<file path="src/rtl/coin_credit_accumulator.sv">
// coin_credit_accumulator
// BCD credit accumulator for the vending machine datapath. Coins are added to a
// DIGITS-wide BCD credit, a vend deducts the item price one unit per cycle, and a
// refund pays the whole credit back out as unit change pulses.
// Build option: define COIN_FAST_ADD_EN to add a whole coin in one cycle through
// a saturating BCD adder instead of stepping one unit per cycle.
module coin_credit_accumulator #(
    parameter int DIGITS = 2,
    parameter int VAL_W  = 4
) (
    input  logic                clk,
    input  logic                reset,
    input  logic                enable,
    input  logic                coin_valid,
    input  logic [VAL_W-1:0]    coin_val,
    output logic                coin_ready,
    input  logic                vend_req,
    input  logic [4*DIGITS-1:0] price,
    output logic                vend_done,
    output logic                vend_deny,
    input  logic                refund_req,
    output logic                change_pulse,
    output logic                refund_done,
    output logic [4*DIGITS-1:0] credit_bcd,
    output logic                sat_flag,
    output logic                busy
);

    localparam int            CW   = 4 * DIGITS;
    localparam logic [CW-1:0] ALL9 = {DIGITS{4'h9}};

    typedef enum logic [1:0] {S_IDLE, S_ADD, S_VEND, S_CHANGE} state_t;

    state_t             r_state;
    state_t             w_next;
    logic [CW-1:0]      r_credit;
    logic [CW-1:0]      r_remain;
    logic [VAL_W-1:0]   r_units;
    logic               r_sat;
    logic               r_vend_deny;

    logic               w_idle_go;
    logic               w_take_refund;
    logic               w_take_vend;
    logic               w_take_coin;
    logic               w_price_ok;

    // Add one to a BCD value; a 9 rolls to 0 and carries into the next digit.
    function automatic logic [CW-1:0] bcd_inc(input logic [CW-1:0] v);
        logic [CW-1:0] r;
        logic          c;
        r = v;
        c = 1'b1;
        for (int i = 0; i < DIGITS; i++) begin
            if (c) begin
                if (r[4*i +: 4] == 4'd9) begin
                    r[4*i +: 4] = 4'd0;
                end else begin
                    r[4*i +: 4] = r[4*i +: 4] + 4'd1;
                    c = 1'b0;
                end
            end
        end
        return r;
    endfunction

    // Subtract one from a BCD value; a 0 rolls to 9 and borrows from the next digit.
    function automatic logic [CW-1:0] bcd_dec(input logic [CW-1:0] v);
        logic [CW-1:0] r;
        logic          b;
        r = v;
        b = 1'b1;
        for (int i = 0; i < DIGITS; i++) begin
            if (b) begin
                if (r[4*i +: 4] == 4'd0) begin
                    r[4*i +: 4] = 4'd9;
                end else begin
                    r[4*i +: 4] = r[4*i +: 4] - 4'd1;
                    b = 1'b0;
                end
            end
        end
        return r;
    endfunction

    function automatic logic bcd_valid(input logic [CW-1:0] v);
        logic ok;
        ok = 1'b1;
        for (int i = 0; i < DIGITS; i++) begin
            if (v[4*i +: 4] > 4'd9) ok = 1'b0;
        end
        return ok;
    endfunction

`ifdef COIN_FAST_ADD_EN
    logic [CW-1:0] w_fast_sum;
    logic          w_fast_ovf;

    // Returns {overflow, sum}; the sum clamps to all 9s on overflow.
    function automatic logic [CW:0] bcd_add_sat(input logic [CW-1:0] v,
                                                input logic [VAL_W-1:0] a);
        logic [CW-1:0]    r;
        logic [VAL_W+4:0] s;
        logic [VAL_W+4:0] c;
        r = v;
        c = (VAL_W+5)'(a);
        for (int i = 0; i < DIGITS; i++) begin
            s           = (VAL_W+5)'(v[4*i +: 4]) + c;
            r[4*i +: 4] = 4'(s % (VAL_W+5)'(10));
            c           = s / (VAL_W+5)'(10);
        end
        if (c != '0) return {1'b1, ALL9};
        return {1'b0, r};
    endfunction

    assign {w_fast_ovf, w_fast_sum} = bcd_add_sat(r_credit, r_units);
`endif

    // With every digit valid, BCD order equals plain unsigned order of the packed
    // nibbles, so the magnitude compare needs no per-digit logic.
    assign w_price_ok    = bcd_valid(price) && (r_credit >= price);

    // Only one request is taken per edge: refund beats vend beats coin.
    assign w_idle_go     = enable && (r_state == S_IDLE);
    assign w_take_refund = w_idle_go && refund_req;
    assign w_take_vend   = w_idle_go && !refund_req && vend_req;
    assign w_take_coin   = w_idle_go && !refund_req && !vend_req && coin_valid;

    assign credit_bcd    = r_credit;
    assign sat_flag      = r_sat;
    assign busy          = (r_state != S_IDLE);
    assign vend_deny     = r_vend_deny && enable;

    // State register; enable=0 freezes the FSM.
    always_ff @(posedge clk or posedge reset) begin
        // NOTE: sequential state uses non-blocking assignments so every register
        // samples the pre-edge values regardless of block ordering.
        if (reset)       r_state <= S_IDLE;
        else if (enable) r_state <= w_next;
    end

    // Next-state decode and the cycle-level pulse outputs.
    always_comb begin
        // NOTE: every output is defaulted first so no path leaves one unassigned,
        // which would otherwise infer a latch.
        w_next       = r_state;
        coin_ready   = 1'b0;
        vend_done    = 1'b0;
        refund_done  = 1'b0;
        change_pulse = 1'b0;
        if (enable) begin
            case (r_state)
                S_IDLE: begin
                    coin_ready = 1'b1;
                    if (w_take_refund)                  w_next = S_CHANGE;
                    else if (w_take_vend && w_price_ok) w_next = S_VEND;
                    else if (w_take_coin)               w_next = S_ADD;
                end
`ifdef COIN_FAST_ADD_EN
                S_ADD: w_next = S_IDLE;
`else
                S_ADD: if (r_units <= VAL_W'(1)) w_next = S_IDLE;
`endif
                S_VEND: begin
                    if (r_remain == '0) begin
                        vend_done = 1'b1;
                        w_next    = S_IDLE;
                    end
                end
                S_CHANGE: begin
                    if (r_credit == '0) begin
                        refund_done = 1'b1;
                        w_next      = S_IDLE;
                    end else begin
                        change_pulse = 1'b1;
                    end
                end
                default: w_next = S_IDLE;
            endcase
        end
    end

    // Credit, remaining price, unit counter, saturation flag and deny pulse.
    always_ff @(posedge clk or posedge reset) begin
        if (reset) begin
            r_credit    <= '0;
            r_remain    <= '0;
            r_units     <= '0;
            r_sat       <= 1'b0;
            r_vend_deny <= 1'b0;
        end else if (enable) begin
            r_vend_deny <= w_take_vend && !w_price_ok;
            case (r_state)
                S_IDLE: begin
                    if (w_take_vend && w_price_ok) r_remain <= price;
                    if (w_take_coin)               r_units  <= coin_val;
                end
                S_ADD: begin
`ifdef COIN_FAST_ADD_EN
                    r_credit <= w_fast_sum;
                    if (w_fast_ovf) r_sat <= 1'b1;
`else
                    if (r_units != '0) begin
                        r_units <= r_units - 1'b1;
                        // At all 9s the unit is dropped rather than wrapping.
                        if (r_credit == ALL9) r_sat    <= 1'b1;
                        else                  r_credit <= bcd_inc(r_credit);
                    end
`endif
                end
                S_VEND: begin
                    if (r_remain != '0) begin
                        r_remain <= bcd_dec(r_remain);
                        r_credit <= bcd_dec(r_credit);
                    end
                end
                S_CHANGE: begin
                    if (r_credit != '0) r_credit <= bcd_dec(r_credit);
                    else                r_sat    <= 1'b0;
                end
                default: ;
            endcase
        end
    end

endmodule

</file>
<file path="config.mk">
export PLATFORM = sky130hd
export DESIGN_NAME = coin_credit_accumulator
export DESIGN_NICKNAME = d
export VERILOG_FILES = /design/src/rtl/coin_credit_accumulator.sv
export SDC_FILE = /design/constraint.sdc
export NUM_CORES = 1
export LEC_CHECK = 0
export ABC_AREA = 1
export BUFFER_PORTS_ARGS = -buffer_cell sky130_fd_sc_hd__buf_2
export CAP_MARGIN = 25
export CORE_UTILIZATION = 42
export CTS_CLUSTER_SIZE = 24
export DETAILED_ROUTE_END_ITERATION = 8
export GPL_ROUTABILITY_DRIVEN = 1
export PLACE_DENSITY_LB_ADDON = 0.05
export SLEW_MARGIN = 15
export SYNTH_ARGS = -nofsm -noshare
export SYNTH_HDL_FRONTEND = slang
export SYNTH_SLANG_ARGS = --single-unit
export TNS_END_PERCENT = 50
</file>
<file path="constraint.sdc">
create_clock -name clk -period 2.4 [get_ports clk]
set_clock_uncertainty 0.05 [all_clocks]
set_input_delay 0.24 -clock clk [delete_from_list [all_inputs] [get_ports clk]]
set_output_delay 0.24 -clock clk [all_outputs]
set_load 0.005 [all_outputs]
</file>
### Yosys cells after proc, flatten, opt, wreduce, memory -nomap -nowiden

Cells that the tools add are included.

| cells by class | value |
|---|---|
| $add $sub $neg | 7 |
| $lt $le $gt $ge | 4 |
| equality and inequality tests | 22 |
| multiplexer cells | 61 |
| reductions and logical operators | 35 |

Operators by type and width:

| cell | number |
|---|---|
| 2-to-1 mux 4 bit | 12 |
| 2-to-1 mux 8 bit | 6 |
| 2-to-1 mux 1 bit | 32 |
| inequality test 2 bit (second input constant) | 14 |
| case mux 8 bit (3 select lines) | 1 |
| subtractor 4 x 1 -> 4 bit (second input constant) | 5 |
| zero test 4 bit | 4 |
| zero test 8 bit | 2 |
| case mux 8 bit (2 select lines) | 1 |
| nonzero test 8 bit | 2 |
| AND reduction 5 bit | 3 |
| 2-to-1 mux 2 bit | 6 |
| logical AND 1 bit | 10 |
| AND reduction 9 bit | 1 |
| adder 4 x 1 -> 4 bit (second input constant) | 2 |
| == test 4 bit (second input constant) | 2 |
| == test 8 bit (second input constant) | 1 |
| >= comparator 8 bit | 1 |
| greater-than comparator 4 bit (second input constant) | 2 |
| case mux 2 bit (4 select lines) | 1 |
| case mux 4 bit (2 select lines) | 1 |
| AND reduction 4 bit | 2 |
| nonzero test 2 bit | 4 |
| AND reduction 6 bit | 1 |
| 10 further kinds | 13 |

| storage, ports and cells | value |
|---|---|
| register bits | 24 |

### Depth between registers and ports, before layout

Gate-level depths: netlist of the first run.

| depth | value |
|---|---|
| word-level depth | 10 |
| gate-level depth with buffers | 14 |
| mapped depth without buffers | 14 |

### Worst setup path before layout of the first run

OpenSTA, ideal clock, no wires.

| timing path | value |
|---|---|
| path kind | reg-to-reg |
| from | register r_credit[7] (netlist: credit_bcd[7]) |
| to | register r_remain[4] |
| arrival time | 1494 ps |
| required time | 2233 ps |
| path slack | 738 ps |
| cell stages (with the launch flop) | 11 |
| path buffers | 0 |
| path through | dfrtp_1 > ha_1 > nand2_1 > nor2_1 > nand4_1 > nand3_1 > nand3_2 > nand2_4 > nand3_2 > nand2_1 > nand2_1 |

| on the way | value |
|---|---|
| word-level cells in the longest chain between the ends | 5 |

RTL lines:

| what | RTL line | RTL |
|---|---|---|
| start, declared | 36 | `logic [CW-1:0] r_credit;` |
| start signal, assigned | 207 | `else r_credit <= bcd_inc(r_credit);` |
| start signal, assigned | 214 | `r_credit <= bcd_dec(r_credit);` |
| start signal, assigned | 218 | `if (r_credit != '0) r_credit <= bcd_dec(r_credit);` |
| >= comparator 8 bit | 121 | `assign w_price_ok = bcd_valid(price) && (r_credit >= price);` |
| logical AND 1 bit | 121 |  |
| logical AND 1 bit | 195 | `if (w_take_vend && w_price_ok) r_remain <= price;` |
| inequality test 2 x 1 -> 1 bit (no source line) | -- |  |
| AND reduction 5 bit (no source line) | -- |  |
| end signal, assigned | 195 |  |
| end signal, assigned | 213 | `r_remain <= bcd_dec(r_remain);` |
| end, declared | 37 | `logic [CW-1:0] r_remain;` |

Every way passes these cells.
A chain may end at the register's enable or synchronous reset.

### Worst setup path after layout of the first run

| timing path | value |
|---|---|
| from | register r_state[1] |
| to | register r_state[1] |

| on the way | value |
|---|---|
| word-level cells in the longest chain between the ends | 8 |
| elaborated cells between the ends (all ways) | 19 |

RTL lines:

| what | RTL line | RTL |
|---|---|---|
| start, declared | 34 | `state_t r_state;` |
| start signal, assigned | 139 | `else if (enable) r_state <= w_next;` |
| zero test 2 bit | 124, 152 |  |
| logical AND 1 bit | 124 | `assign w_idle_go = enable && (r_state == S_IDLE);` |
| logical AND 1 bit | 126, 127 |  |
| logical AND 1 bit | 126 | `assign w_take_vend = w_idle_go && !refund_req && vend_req;` |
| logical AND 1 bit | 156 | `else if (w_take_vend && w_price_ok) w_next = S_VEND;` |
| 2-to-1 mux 2 bit | 156 |  |
| 2-to-1 mux 2 bit | 155 | `if (w_take_refund) w_next = S_CHANGE;` |
| case mux 2 bit (4 select lines) | 152 | `case (r_state)` |

Several ways; a longest one is shown, not always the timed one.

==> impl_results.md, run 1 <==
- Clock buffer depth: 2
- Boundary Pins: 33
- Slew at the pin closest to its max-slew limit: 0.586 ns
- Final ANT Viol Nets: 0
- Drt wl/cell: 12.4 µm
- Vias per cell: 5.10
- Initial Util: 0.435
- Synth area leaders: dfrtp_1 (32%), nand2_1 (15%), ha_1 (7.3%), inv_1 (6.5%), nor2_1 (4.8%)
- DRT iter0 DRCs: 148
- Yosys top cell by area: dfrtp_1
- Crit-path max cell delay: 0.60 ns
- Mapped Nets: 300
- Rows: 24
- Met1 global-route usage: 0.289
- Setup Fix Bufs, Post-CTS: 0
- Most used cell, CP: nand2_1
- RSZ-0062 raised after global routing: no
- Root Driver: clkbuf_8
- Largest net degree at the start of global routing: 25
- Die Wd: 69.1 µm
- Netlist Area Pre-Place: 1890 µm²
- Critical path capture point type: flop
- CTS sink cnt: 24
- Data arrival time of the worst path: 2.22 ns
- CTS Buf Count: 3
- FFs w/ async S/R, synth: 1.00
- Share of cells above drive strength 1: 0.192
- Remaining Overflow, GRT: 0
- TritonCTS clock tree: done
- IO buf count: 32
- DP HPWL: 3360 µm
- Initial antenna violation count: 0
- Worst path cell trace: inv_2 -> nor2_2 -> buf_4 -> nand2_1 -> nand2_1 -> nor4_1 -> nand2_1 -> nand2_1 -> nand2_1
- Critical Path Source: r_state[1]
- Resized Gates After CTS: 0
- Vias in the first global route: 1682
- Psw: 1.34 mW
- Via count: 1830
- Flop pwr share: 0.314
- Hold WC Path Type: in -> reg
- PwrDens: 1230 nW/µm²
- Post-synth EDFFs: 0
- Pleak: 1.15 nW
- Sequential-to-total area share from yosys stat: 0.317
- Synth top cells by count: nand2_1 (77), inv_1 (33), dfrtp_1 (24), nor2_1 (24), o21ai_0 (16)
- Area growth from synthesis to layout: 15.5%
- Fill cells: 437
- Routability cong.: 0.870
- Worst-path fanout max: 17
- PnR Total Power: 2.69 mW
- Slowest cell on crit path: dfrtp_1
- Yosys warns: 0
- Syn_area_per_cell: 6.99 µm²
- Setup tns final: 0 ns
- Most frequent cell after synthesis: nand2_1
- Number of max-cap violations: 0
- CP Class: reg -> reg
- Peak Freq: 0.477 GHz
- Worst hold start: coin_val[3]
- Post-synth top area share: 0.317
- M3 GR Usage: 0.0205
- Pins over their slew limit: 0
- Internal Power: 1.34 mW
- Nets: 337
- Height of the die: 69.1 µm
- Die area: 4780 µm²
- Fin crit period: 2.10 ns
- Netlist cell types: 33
- VDD IR max: 0.461 mV
- Crit path required time: 2.52 ns
- Final-report hold violation count: 0
- Mapped Cells: 271
- Final setup violation count: 0
- Clock power share: 0.110
- Logic pwr share: 0.575
- Met2 usage: 0.307
- Hold buffer count at cts: 1
- Worst flop-to-flop path startpoint: r_state[1]
- WL final: 4440 µm
- Core area: 4350 µm²
- N_diodes: 0
- Busiest layer in global routing: met2
- GRT Total Usage: 0.198
- Residual DRC count: 0
- #FFs+latches synth: 24
- 1st-pass router iterations: 4
- Worst setup SP type: flop
- Rel. slew slack: 0.610
- Clk slew on worst S/H paths: 0.10 ns
- Final worst path period share: 0.874
- Post-synth top flop: dfrtp_1
- Sw frac: 0.500
- Status: complete, no violations
- Later-pin clock latency in the skew report: 0.27 ns
- First-pass GRT wire length: 7750 µm
- Number of H-tree levels: 1
-- flip-flops by register name (all words and copies together), names as in the netlist --
| name | count |
|---|---|
| sat_flag | 1 |
| credit_bcd | 8 |
| r_vend_deny | 1 |
| r_units | 4 |
| r_remain | 8 |
| r_state | 2 |
-- metrics by stage --
stage          instance area, µm²  hold WS, ns   util  instances  setup WS, ns
2_1_floorplan                1890        0.205      -        271         0.738
3_3_place_gp                 2120        0.260  0.487        354         0.349
3_5_place_dp                 2120        0.267  0.487        354         0.328
4_1_cts                      2190        0.146  0.502        359         0.294
5_1_grt                      2190        0.176  0.502        359        0.0960
6_report                     2190        0.154  0.502        359         0.302
-- routing by layer --
| metal | vias to the layer above | wire length [µm] |
|---|---|---|
| met1 | 820 | 2300 |
| met4 | 0 | 27 |
| met3 | 2 | 164 |
| li1 | 962 | - |
| met5 | - | 0 |
| met2 | 46 | 1940 |
-- kinds of logic after synthesis --
family | Yosys count | synth area share
xor gates and xnor gates | 8 | 0.0370
DFF | 24 | 0.317
and+or+nand+nor | 134 | 0.327
adders and majority gates | 11 | 0.0727
buffers and inverters | 40 | 0.0820
AOI/OAI and AO/OA | 54 | 0.165
-- area by class of cell --
cell class	instances	area, µm²	share of cell area
multi-input combinational	207	1140	0.520
sequential	24	601	0.275
timing repair buffer	36	193	0.0882
inverter	36	135	0.0618
tap	52	65.1	0.0298
clock buffer	4	55.1	0.0252
-- layout by cell type, fill, tap and decap left out, types with 4 or more instances in the layout --
cell type	synthesis	final
buf_2	1	32
o21ai_1	6	6
nand3_1	9	9
a21oi_1	14	14
nor2_1	24	24
o211ai_1	5	5
clkbuf_8	0	4
ha_1	11	11
nand2_1	77	77
inv_1	33	33
xor2_1	7	7
o21ai_0	16	16
dfrtp_1	24	24
nand4_1	6	6
-- final timing paths --
check                           endpoint  slack (ns)  cells after the start
setup / recovery              r_state[1]        0.30                      9
hold / removal                r_units[3]        0.15                      3
setup reg to reg              r_state[1]        0.30                      9
hold reg to reg              r_vend_deny        0.47                      1
max in group asynchronous  credit_bcd[1]        1.56                      4
min in group asynchronous    r_remain[5]        0.50                      4
-- power by group through the flow --
stage / clock network (mW) / logic (mW) / registers, mW
2_1_floorplan: 0 / 1.23 / 0.760
3_3_place_gp: 0 / 1.56 / 0.853
3_5_place_dp: 0 / 1.54 / 0.855
4_1_cts: 0.307 / 1.55 / 0.845
5_1_grt: 0.315 / 1.80 / 0.882
6_report: 0.296 / 1.55 / 0.845
-- worst max-delay path: cells and delay by family, from the launching register on --
kind | cells | cell delay (ns)
flip-flops | 1 | 0.60
buffers and inverters | 2 | 0.36
AND/OR/NAND/NOR | 7 | 0.97
(Power assumes the default switching activity.)
==> inputs of run 2 (changes only) <==
==> constraint.sdc (replaced) <==
create_clock -name clk -period 2.2 [get_ports clk]
set_clock_uncertainty 0.05 [all_clocks]
set_input_delay 0.22 -clock clk [delete_from_list [all_inputs] [get_ports clk]]
set_output_delay 0.22 -clock clk [all_outputs]
set_load 0.005 [all_outputs]
==> run 2 against run 1 <==
Sequential power up 4.6%; largest cell class unchanged; clock power rose by 7.4%; sequential share of layout area down 0.19 points; combinational power rose by 13%; critical path depth increased by 1; critical endpoint is now r_remain[6]; critical path type unchanged; global-route usage rose by 0.64 points.
==> impl_results.md, run 2 (synthesis results as in run 1) <==
- Cell area after layout: 2200 µm² (+0.69%)
- Hold_ws: 0.127 ns (-0.0269 ns)
- DP HPWL: 3490 µm (+3.9%)
- Nets: 339 (+0.59%)
- Initial Util: 0.435 (unchanged)
- Final-report hold violation count: 0 (unchanged)
- Slew at the pin closest to its max-slew limit: 0.525 ns (-0.0603 ns)
- Resized Gates After CTS: 0 (unchanged)
- CTS sink cnt: 24 (unchanged)
- Flop pwr share: 0.299 (-0.015)
- Drt wl/cell: 12.4 µm (+0.12%)
- CTS Buf Count: 3 (unchanged)
- Most frequent cells in the layout: nand2_1 (77), inv_1 (33), buf_2 (32), nor2_1 (24), dfrtp_1 (24)
- Die Wd: 69.1 µm (unchanged)
- Worst setup SP type: flop
- Hold WC Path Type: in -> reg
- Number of H-tree levels: 1 (unchanged)
- Post-DP Area: 2140 µm² (+0.71%)
- PnR Total Power: 2.96 mW (+10%)
- Data arrival time of the worst path: 2.04 ns (-0.18 ns)
- PwrDens: 1340 nW/µm² (+9.2%)
- Boundary Pins: 33 (unchanged)
- Critical path capture point type: flop
- Share of cells above drive strength 1: 0.197 (+0.00523)
- Root Driver: clkbuf_8
- Height of the die: 69.1 µm (unchanged)
- Largest net degree at the start of global routing: 25 (unchanged)
- Final ANT Viol Nets: 0 (unchanged)
- Routability cong.: 0.887 (+2.0%)
- TritonCTS clock tree: done
- Area growth from synthesis to layout: 16.3%
- Via count: 1857 (+1.5%)
- Number of max-cap violations: 0 (unchanged)
- Crit path required time: 2.32 ns (-0.20 ns)
- Status: complete, no violations
- Sw frac: 0.497 (-0.00368)
- Final worst path period share: 0.872 (-0.00183)
- RSZ-0062 raised after global routing: no
- Clock power share: 0.108 (-0.002)
- Residual DRC count: 0 (unchanged)
- Vias per cell: 5.14 (+0.91%)
- Final setup violation count: 0 (unchanged)
- Pleak: 1.16 nW (+0.81%)
- Clock buffer depth: 2 (unchanged)
- Pins over their slew limit: 0 (unchanged)
- Peak Freq: 0.521 GHz (+9.3%)
- Core area: 4350 µm² (unchanged)
- Later-pin clock latency in the skew report: 0.28 ns (about the same)
- N_diodes: 0 (unchanged)
- Final Core Density: 0.505 (+0.00345)
- Setup tns final: 0 ns (unchanged)
- Rows: 24 (unchanged)
- DRT iter0 DRCs: 77 (-48%)
- Remaining Overflow, GRT: 0 (unchanged)
- Commonest non-fill, non-tap cell in the layout: nand2_1
- Vias in the first global route: 1841 (+9.5%)
- Internal Power: 1.49 mW (+11%)
- Psw: 1.47 mW (+9.2%)
- First-pass GRT wire length: 8030 µm (+3.7%)
- Die area: 4780 µm² (unchanged)
- 1st-pass router iterations: 4 (unchanged)
- Worst-path fanout max: 6 (-11)
- Rel. slew slack: 0.648 (+0.0383)
- IO buf count: 32 (unchanged)
- WL final: 4470 µm (+0.68%)
- Logic pwr share: 0.593 (+0.018)
- Fin crit period: 1.92 ns (-0.179 ns)
- Clk slew on worst S/H paths: 0.09 ns (about the same)
- CP Class: reg -> reg
- VDD IR max: 0.475 mV (+3.0%)
- GRT Total Usage: 0.205 (+0.00644)
- Initial antenna violation count: 0 (unchanged)
-- run 2: cell count changes in the layout (fill, tap and decap cells not counted), sizes merged --
cell	delta
buf	+2
-- run 2: per-stage QoR --
stage	std cells	setup slack, ns
final	361	0.281
after floorplan	271	0.538
after CTS	361	0.276
after detailed placement	356	0.323
after global routing	361	0.0917
after global placement	356	0.311
-- run 2: timing repair --
item                      4_1_cts  5_1_grt
buffers inserted                0        0
hold buffers                    1        0
hold endpoints to repair       24        0
-- run 2: critical path, cell delays in order (launching register included) --
cell and delay, ns:
dfrtp_1 0.46, ha_1 0.32, nand2_1 0.07, nor2_1 0.15, nand4_1 0.10, nand3_1 0.15
nand3_2 0.13, nand2_4 0.13, nand3_2 0.11, nand2_1 0.09, nand2_1 0.05
-- run 2: power groups by stage --
| stage | logic, mW | registers (mW) | clock network, mW |
|---|---|---|---|
| finish | 1.75 | 0.884 | 0.318 |
| floorplan | 1.34 | 0.829 | 0 |
| CTS | 1.77 | 0.884 | 0.330 |
| global placement | 1.76 | 0.894 | 0 |
| detailed placement | 1.75 | 0.894 | 0 |
| global route | 2.03 | 0.921 | 0.347 |
-- run 2: cell type report --
class                           instances  area (µm²)
Inverter                               36         135
Sequential cell                        24         601
Fill cell                             462        2150
Tap cell                               52        65.1
Clock buffer                            4        55.1
Multi-Input combinational cell        207        1140
Timing Repair Buffer                   38         208
-- run 2: layer usage --
metal | vias up | global-route usage | share of wire
li1 | 965 | - | -
met1 | 842 | 0.263 | 0.49
met2 | 46 | 0.339 | 0.46
met3 | 4 | 0.0336 | 0.040
met4 | 0 | 0.0862 | 0.011
met5 | - | 0 | 0
-- run 2: final timing paths --
| check | startpoint | slack [ns] | to | cells past startpoint |
|---|---|---|---|---|
| max in group asynchronous | reset | 1.37 | r_remain[2] | 4 |
| setup / recovery | credit_bcd[7] | 0.28 | r_remain[6] | 10 |
| min in group asynchronous | reset | 0.47 | r_units[3] | 4 |
| setup reg to reg | credit_bcd[7] | 0.28 | r_remain[6] | 10 |
| hold reg to reg | r_remain[6] | 0.46 | r_remain[6] | 2 |
| hold / removal | coin_val[3] | 0.13 | r_units[3] | 3 |
==> inputs of run 3 (changes only) <==
--- a/config.mk
+++ b/config.mk
@@ -8,7 +8,7 @@
 export ABC_AREA = 1
 export BUFFER_PORTS_ARGS = -buffer_cell sky130_fd_sc_hd__buf_2
 export CAP_MARGIN = 25
-export CORE_UTILIZATION = 42
+export CORE_UTILIZATION = 25
 export CTS_CLUSTER_SIZE = 24
 export DETAILED_ROUTE_END_ITERATION = 8
 export GPL_ROUTABILITY_DRIVEN = 1
==> constraint.sdc (replaced) <==
create_clock -name clk -period 2.3 [get_ports clk]
set_clock_uncertainty 0.05 [all_clocks]
set_input_delay 0.23 -clock clk [delete_from_list [all_inputs] [get_ports clk]]
set_output_delay 0.23 -clock clk [all_outputs]
set_load 0.005 [all_outputs]
==> run 3 against run 2 <==
Final cell count up 13%; final area up 3.4%; sequential cell count unchanged; non-clock buffer count unchanged; largest power group unchanged.
==> impl_results.md, run 3 (synthesis results as in run 1) <==
- Status: complete, no violations
- CTS sink cnt: 24 (unchanged)
- Most used cell, CP: inv_2
- Final worst path period share: 0.909
- Root Driver: clkbuf_8
- Psw: 1.46 mW (-0.87%)
- IO buf count: 32 (unchanged)
- Most frequent cells in the layout: nand2_1 (77), inv_1 (33), buf_2 (32), nor2_1 (24), dfrtp_1 (24)
- Rel. slew slack: 0.678 (+0.0298)
- Critical path capture point type: output pin
- Remaining Overflow, GRT: 0 (unchanged)
- Sw frac: 0.492 (-0.00421)
- CP Class: reg -> out
- Initial antenna violation count: 0 (unchanged)
- Clock power share: 0.134 (+0.026)
- Final setup violation count: 0 (unchanged)
- Final Core Density: 0.312 (-0.193)
- Buf/Inv on CP: 3 (+3)
- Crit-path max cell delay: 0.63 ns (+0.17 ns)
- First-pass GRT wire length: 8290 µm (+3.3%)
- Clk slew on worst S/H paths: 0.10 ns (about the same)
- DRT iter0 DRCs: 97 (+26%)
- Vias in the first global route: 1688 (-8.3%)
- Clock buffer depth: 2 (unchanged)
- Internal Power: 1.50 mW (+0.81%)
- Fill cells: 846 (+83%)
- VDD IR max: 0.338 mV (-29%)
- Boundary Pins: 33 (unchanged)
- Pins over their slew limit: 0 (unchanged)
- Setup WS pre-CTS: 0.376 ns (+0.0530 ns)
- Final-report hold violation count: 0 (unchanged)
- Residual DRC count: 0 (unchanged)
- Crit path required time: 2.02 ns (-0.30 ns)
- Register area: 601 µm² (unchanged)
- TritonCTS clock tree: done
- Final ANT Viol Nets: 0 (unchanged)
- Pleak: 1.17 nW (+0.67%)
- Final WS setup: 0.209 ns (-0.0726 ns)
- Number of max-cap violations: 0 (unchanged)
- Commonest non-fill, non-tap cell in the layout: nand2_1
- Slew at the pin closest to its max-slew limit: 0.481 ns (-0.0445 ns)
- Number of H-tree levels: 1 (unchanged)
- WL final: 5250 µm (+17%)
- Initial Util: 0.260 (-0.175)
- Nets: 339 (unchanged)
- Worst path cell trace: inv_2 -> nor2_2 -> inv_2 -> nor4_1 -> buf_2
- PwrDens: 1300 nW/µm² (-3.3%)
- Share of cells above drive strength 1: 0.197 (unchanged)
- Largest net degree at the start of global routing: 25 (unchanged)
- Drt wl/cell: 12.9 µm (+3.9%)
- 1st-pass router iterations: 4 (unchanged)
- Peak Freq: 0.478 GHz
- Hold WC Path Type: in -> reg
- Critical path's top delay family: flip-flops
- Area growth from synthesis to layout: 20.2%
- Slowest cell on crit path: dfrtp_1
- Worst setup SP type: flop
- Routability cong.: 0.794 (-11%)
- Fin crit period: 2.09 ns
- Later-pin clock latency in the skew report: 0.28 ns (about the same)
- Die area: 7920 µm² (+66%)
- N_diodes: 0 (unchanged)
- Rows: 31 (+29%)
- Hold_ws: 0.158 ns (+0.0306 ns)
- CTS Buf Count: 3 (unchanged)
- Core area: 7290 µm² (+67%)
- Setup tns final: 0 ns (unchanged)
- Data arrival time of the worst path: 1.81 ns (-0.23 ns)
- Vias per cell: 4.49 (-13%)
- Area of the multi-input gates: 1140 µm² (unchanged)
- Die Wd: 89.0 µm (+29%)
- Flop pwr share: 0.291 (-0.008)
- Logic pwr share: 0.575 (-0.018)
- GRT Total Usage: 0.138 (-0.0665)
- RSZ-0062 raised after global routing: no
- DP HPWL: 4100 µm (+17%)
- Via count: 1833 (-1.3%)
- Worst-path fanout max: 10 (+4)
- Height of the die: 89.0 µm (+29%)
run 3: cell types whose count changed in the layout (fill, tap and decap cells not counted):
| cell | previous run | this run |
|---|---|---|
| bufinv_16 | 0 | 1 |
| clkbuf_8 | 4 | 3 |
run 3: layout make-up:
type	count	share of cell area
Inverter	36	0.0594
Clock inverter	1	0.0132
Clock buffer	3	0.0181
Tap cell	99	0.0544
Multi-Input combinational cell	207	0.500
Timing Repair Buffer	38	0.0913
Sequential cell	24	0.264
run 3: final timing paths:
kind | end | startpoint | depth (start not counted) | slack (ns)
min | r_units[2] | coin_val[2] | 3 | 0.16
max | vend_done | r_state[1] | 5 | 0.21
min reg2reg | r_remain[5] | r_remain[5] | 2 | 0.47
max in group asynchronous | r_state[1] | reset | 4 | 1.43
min in group asynchronous | credit_bcd[1] | reset | 4 | 0.51
max reg2reg | r_state[0] | r_state[1] | 9 | 0.32
run 3: through the flow:
stage | std cells | power, mW | instance area, µm²
global placement | 403 | 2.61 | 2190
CTS | 408 | 2.98 | 2280
finish | 408 | 2.96 | 2280
detailed placement | 403 | 2.56 | 2190
global route | 408 | 3.27 | 2280
floorplan | 271 | 2.08 | 1890
run 3: worst min-delay path, cell delays in order:
cell and delay [ns]:
buf_2 0.07, o211ai_1 0.08, o21ai_0 0.07
run 3: power groups by stage:
stage / clock network, mW / logic (mW) / registers (mW)
finish: 0.397 / 1.70 / 0.860
global route: 0.427 / 1.95 / 0.892
CTS: 0.414 / 1.70 / 0.863
detailed placement: 0 / 1.69 / 0.871
global placement: 0 / 1.73 / 0.875
floorplan: 0 / 1.29 / 0.793
run 3: what timing repair did:
action,4_1_cts,5_1_grt
endpoints found under the hold margin,24,0
hold buffers,1,0
setup buffers,0,0
gates resized for setup,0,0
run 3: metal layers:
metal  GRT usage  share of wire  up-vias
met4      0.0346         0.0065        0
met2       0.219           0.44       32
li1            -              -      969
met5           0              0        -
met3      0.0185          0.034        4
met1       0.198           0.52      828
